--- config.mk ---
export PLATFORM = sky130hd
export DESIGN_NAME = irq_ctrl
export DESIGN_NICKNAME = d
export VERILOG_FILES = /design/src/rtl/irq_pkg.sv /design/src/rtl/irq_prio_enc.sv /design/src/rtl/irq_ctrl.sv
export SDC_FILE = /design/constraint.sdc
export NUM_CORES = 1
export LEC_CHECK = 0
export CAP_MARGIN = 25
export CORE_MARGIN = 1
export CORE_UTILIZATION = 37
export DETAILED_ROUTE_END_ITERATION = 16
export PLACE_DENSITY = 0.74
export SYNTH_ARGS = -nofsm -noshare
export SYNTH_HDL_FRONTEND = slang
export SYNTH_HIERARCHICAL = 1
export SYNTH_SLANG_ARGS = --single-unit
--- constraint.sdc ---
create_clock -name clk -period 2 [get_ports clk]
set_input_delay 0.2 -clock clk [delete_from_list [all_inputs] [get_ports clk]]
set_output_delay 0.2 -clock clk [all_outputs]
set_load 0.05 [all_outputs]
--- src/rtl/irq_pkg.sv ---
// irq_pkg: shared FSM state type and default sizing for the interrupt controller
package irq_pkg;
    localparam int NSRC_DEF = 8;
    localparam int ID_W_DEF = 3;
    typedef enum logic [1:0] {IDLE, TAKE, SERVICE} state_t;
endpackage

--- src/rtl/irq_prio_enc.sv ---
// irq_prio_enc: fixed-priority encoder, lowest set index wins
module irq_prio_enc
    import irq_pkg::*;
#(
    parameter int N = NSRC_DEF,
    parameter int W = ID_W_DEF
) (
    input  logic [N-1:0] req,
    output logic         valid,
    output logic [W-1:0] id
);
    always_comb begin
        valid = |req;
        id = '0;
        for (int i = N - 1; i >= 0; i--)
            if (req[i]) id = W'(i);
    end
endmodule

--- src/rtl/irq_ctrl.sv ---
// irq_ctrl: edge-triggered, maskable, fixed-priority interrupt controller with a non-nesting trap FSM
// Define IRQ_SYNC_EN to pass irq_src through a two-flop synchronizer (+2 cycles latency).
module irq_ctrl
    import irq_pkg::*;
#(
    parameter int NSRC = NSRC_DEF,
    parameter int ID_W = ID_W_DEF
) (
    input  logic            clk,
    input  logic            rst,
    input  logic [NSRC-1:0] irq_src,
    input  logic            mask_we,
    input  logic [NSRC-1:0] mask_wdata,
    input  logic            ecall,
    input  logic            ill_inst,
    input  logic            mret,
    output logic            interrupt,
    output logic [ID_W-1:0] irq_id,
    output logic            in_service,
    output logic [NSRC-1:0] pending,
    output logic [NSRC-1:0] mask
);
    logic [NSRC-1:0] cond, prev, edge_v, clr, req;
    logic            win_valid, busy;
    logic [ID_W-1:0] win_id;
    state_t          state, nxt;

`ifdef IRQ_SYNC_EN
    localparam int ARM_N = 3;
    logic [NSRC-1:0] s1, s2;
    always_ff @(posedge clk or posedge rst)
        if (rst) begin
            s1 <= '0;
            s2 <= '0;
        end else begin
            s1 <= irq_src;
            s2 <= s1;
        end
    assign cond = s2;
`else
    localparam int ARM_N = 1;
    assign cond = irq_src;
`endif

    // Edges stay disarmed until prev holds a genuine post-reset sample,
    // so a source held high across reset never looks like a rising edge.
    logic [ARM_N-1:0] arm;
    assign edge_v = cond & ~prev & {NSRC{arm[ARM_N-1]}};
    assign req    = pending & mask;
    assign busy   = ecall | ill_inst | mret;

    irq_prio_enc #(.N(NSRC), .W(ID_W)) u_prio (
        .req  (req),
        .valid(win_valid),
        .id   (win_id)
    );

    always_comb begin
        nxt = state;
        case (state)
            IDLE:    nxt = (win_valid && !busy) ? TAKE : IDLE;
            TAKE:    nxt = busy ? TAKE : SERVICE;
            SERVICE: nxt = mret ? IDLE : SERVICE;
            default: nxt = IDLE;
        endcase
    end

    assign clr        = (state == TAKE && !busy) ? (NSRC'(1) << irq_id) : '0;
    assign interrupt  = state == TAKE;
    assign in_service = state == SERVICE;

    always_ff @(posedge clk or posedge rst)
        if (rst) begin
            state   <= IDLE;
            prev    <= '0;
            arm     <= '0;
            pending <= '0;
            mask    <= '0;
            irq_id  <= '0;
        end else begin
            state   <= nxt;
            prev    <= cond;
            arm     <= ARM_N'({arm, 1'b1});
            pending <= (pending & ~clr) | edge_v;
            if (mask_we) mask <= mask_wdata;
            if (state == IDLE && nxt == TAKE) irq_id <= win_id;
        end
endmodule
* After elaboration in Yosys (flattened, before gate mapping) *
Cells that the tools add are included.

word-level totals
  bits in registers = 30
  output and inout bits = 21
  word-level logic and storage cells = 38

operators by class
  equal/unequal tests = 3
  shift operators = 1
  multiplexer cells = 13
  bitwise gates (word level) = 9
  reduce and logical (&&, ||, !) cells = 6

operator list
  operator               number
  $and A8 B8 Y8          4
  $mux W3                8
  $not A8 Y8             2
  $mux W8                1
  $or A8 B8 Y8           1
  $reduce_or A8 Y1       1
  $shl A1 B3 Y8 const A  1
  $pmux W2 S3            1
  $eq A2 B1 Y1 const B   2
  $mux W2                2
  $logic_and A1 B1 Y1    3
  $eq A2 B2 Y1 const B   1
  $logic_not A2 Y1       1
  $or A1 B1 Y1           2
  $logic_not A1 Y1       1
  $mux W1                1

* Depth between registers and ports, before layout *
  depth in word-level cells = 9
  gate-level depth with buffers = 5

* Hierarchy *
The synthesis kept the hierarchy.

modules (own cells, without submodules)
  module        times used  cells each  area each (um^2)
  irq_ctrl      1           93          1179.9
  irq_prio_enc  1           13          81.3

* Least setup slack after synthesis *
Ideal clock, no wire load.

  path kind = reg-to-reg
  start = reg mask[4]
  end = reg irq_id[1]
  setup time = 125 ps
  arrival = 1681 ps
  required time = 1875 ps
  path slack = 194 ps
  cell stages (with the launch flop) = 6
  period minus slack after synthesis = 1806 ps
  path through = dfrtp_1 and2_1 nor4_2 nand3_1 nand3b_1 mux2_2

between the ends
  cells in the longest elaborated chain, start to end = 7

ends and longest elaborated chain
  what                    RTL line            text
  from (decl)             irq_ctrl.sv:21      output logic [NSRC-1:0] mask
  from (signal assigned)  irq_ctrl.sv:85      if (mask_we) mask <= mask_wdata;
  $and A8 B8 Y8           irq_ctrl.sv:49      assign req = pending & mask;
  via req[4]              irq_ctrl.sv:23      logic [NSRC-1:0] cond, prev, edge_v, clr, req;
  $reduce_or A8 Y1        irq_prio_enc.sv:13  valid = |req;
  via win_valid           irq_ctrl.sv:24      logic win_valid, busy;
  $logic_and A1 B1 Y1     irq_ctrl.sv:61      IDLE: nxt = (win_valid && !busy) ? TAKE : IDLE;
  $mux W1                 irq_ctrl.sv:61
  $pmux W2 S3             irq_ctrl.sv:60      case (state)
  $eq A2 B1 Y1            irq_ctrl.sv:86      if (state == IDLE && nxt == TAKE) irq_id <= win_id;
  $logic_and A1 B1 Y1     irq_ctrl.sv:86
  to (signal assigned)    irq_ctrl.sv:86
  to (decl)               irq_ctrl.sv:18      output logic [ID_W-1:0] irq_id,

The timed path passes the listed nets, and every way through them passes these cells.
A chain may end at the register's enable or synchronous reset.

* Worst setup path after layout *
  start = reg irq_id[0]
  end = out irq_id[0]

No word-level cell between the ends.

==> run summary <==
status -> finished clean
Mapped Avg Cell Area -> 11.9 um2
most instantiated cells after synthesis -> 30 x dfrtp_1, 11 x mux2_2, 8 x and2_1, 8 x nand2_1, 7 x nand3b_1
GP Congestion -> 0.845
worst skew pair latency -> 0.31 ns
Largest stage delay, worst path -> 0.85 ns
slew margin rel. -> 0.655
crit path max fanout -> 7
post-synthesis xor/xnor area fraction -> 0
post-synthesis cell count -> 106
vias per cell -> 4.99
Root Driver -> clkbuf_4
drt first-iter violations -> 29
crit-path cells -> clkdlybuf4s50_1
top cell family by delay on the critical path -> buffers and inverters
Netlist Area Pre-Place -> 0.00126 mm2
sequential area share after synthesis -> 0.595
post_cts resized -> 0
first-pass GRT wire length -> 4.73 mm
# IOs -> 43
initial antenna violation count -> 0
met1 GRT Util -> 0.210
P&R area growth vs syn -> 42.3%
post-synthesis mux area share -> 0.0982
largest net degree at the start of global routing -> 31
H-tree depth -> 2
Max clock buf depth -> 2
cts hold-fix bufs -> 0
Num CTS Buffers -> 5
R2R Path End -> irq_id[2]
setup slack after placement -> 0.0986 ns
Post-CTS Repair Setup Buffers -> 0
Post-DRT Antenna Nets -> 0
minimum clock period -> 1.85 ns
CTS tree -> built
routed via count -> 993
end point of the critical path -> irq_id[0]
RR Startpoint -> mask[6]
Remaining DRCs -> 0
WP data arrival -> 1.65 ns
top post-synthesis cells by area -> dfrtp_1 60%, mux2_2 9.8%, nand3b_1 4.2%
main combinational cell family by area after synthesis -> simple AND/OR/NAND/NOR gates
Slowest-stage cell, CP -> clkdlybuf4s50_1
PortBufs -> 42
Area after DPL -> 0.00173 mm2
Clock Skew -> 0.00343 ns
pwr dens -> 1010 mW/mm2
ys async rst share -> 1.00
R2R depth -> 5
fin area -> 0.00179 mm2
main flop type after synthesis -> dfrtp_1
Final Hold Vio Count -> 0
Slew @ Worst Pin -> 0.516 ns
Yosys cell types -> 24
max cap viols -> 0
share of cells above drive strength 1 -> 0.148
top cell type's share of synthesized area -> 0.595
antenna cells -> 0
YS warnings -> 6
clk sink count -> 30
busiest metal layer after global routing -> met2
Pins Over Slew Limit -> 0
Syn Nets -> 128
unrepaired setup endpoints after global routing -> no
Worst Setup SP -> irq_id[0]
grt ovf -> 0
chip height -> 60.4 um
post-route setup slack -> 0.146 ns
critical path depth -> 1
Synth Area in Compound Gates -> 0.0942
post-DP HPWL -> 2.21 mm
Seq cells post-synth -> 30
leakage -> 0.000726 uW
number of synthesized flops with an enable pin -> 0
M3 GR Usage -> 0.0512
Highest Clock Rate -> 0.539 GHz
Total Wirelength -> 2.87 mm
Clock Pin Slew Worst Setup and Hold Paths -> 0.09 ns
CORE AREA -> 0.00315 mm2
Finish-stage setup viols -> 0
reg-to-reg slack, setup -> 0.31 ns
FP Rows -> 20
Synth area leader -> dfrtp_1
met2 Use GR -> 0.319
critical path class -> reg2out
Synth Area in Simple Gates -> 0.185
Crit. End Element -> output pin
WL per Instance -> 14.4 um
Layout Nets -> 176
Die Span X -> 60.4 um
CP bufs+invs -> 1
period utilization -> 0.927
drt pass-1 iters -> 4
die area -> 0.00365 mm2
vias in the first global route -> 1029
area share of fa/ha/maj cells after synthesis -> 0
setup TNS -> 0 ns
Hold Crit Class -> in2async
Setup crit start kind -> flip-flop
required time worst endpoint -> 1.80 ns
VDD IR max -> 0.431 mV
initial core utilization -> 0.400
most numerous cell in the Yosys netlist -> dfrtp_1
GRT Util Overall -> 0.181
-- metrics by stage --
step	total power (uW)	cells	util	hold WS, ns
5_1_grt	1890	199	0.569	0.271
2_1_floorplan	1200	106	-	0.231
4_1_cts	1810	199	0.569	0.258
3_5_place_dp	1450	191	0.550	0.429
6_report	1810	199	0.569	0.249
3_3_place_gp	1430	191	0.550	0.421
-- sequential cells by signal, indices dropped and copies added (netlist names) --
register and flops:
prev 8, arm 1, mask 8, irq_id 3, state 2, pending 8
-- cells by family (layout without fill, tap and decap cells) --
| logic type | after synthesis | in the layout |
|---|---|---|
| DFF | 30 | 30 |
| other | 1 | 1 |
| and+or+nand+nor | 40 | 40 |
| AOI/OAI and AO/OA | 16 | 16 |
| muxes | 11 | 11 |
| buffers and inverters | 8 | 57 |
-- final cells by class --
cell class / count / area (um2)
tap: 44 / 55.1
multi-input combinational: 68 / 479
inverter: 5 / 18.8
fill: 293 / 1360
sequential: 30 / 751
clock buffer: 7 / 55.1
timing repair buffer: 44 / 430
clock inverter: 1 / 5.00
-- how the worst min path moves through the flow --
stage                       to  depth (start not counted)
CTS                    mask[0]                          3
global route               arm                          3
floorplan              prev[0]                          0
global placement    pending[6]                          1
detailed placement  pending[6]                          1
finish                 mask[3]                          3
-- metal layers --
layer	part of all wire	routed length [um]
met1	0.42	1200
met2	0.54	1540
met3	0.037	105
met4	0.010	30
met5	0	0
-- worst min-delay path, stage by stage --
cell	delay [ns]
clkdlybuf4s50_1	0.40
inv_1	0.05
buf_4	0.33
-- report_power, final --
group          internal, uW  leakage, uW  switching (uW)
clock                   170    0.0000353             199
combinational           252     0.000354             403
sequential              685     0.000336            97.8
-- placed cells by master (no fill, tap or decap), types with 3 or more instances in the layout --
master and instances:
and2_1 8, buf_4 4, clkbuf_4 5, clkdlybuf4s50_1 40, dfrtp_1 30, inv_1 5
mux2_2 11, nand2_1 8, nand3_1 4, nand3b_1 7, nor2_1 5, nor2b_1 3
o31ai_1 5, o41ai_1 3
Note: power is estimated with default switching activity, not from simulation.
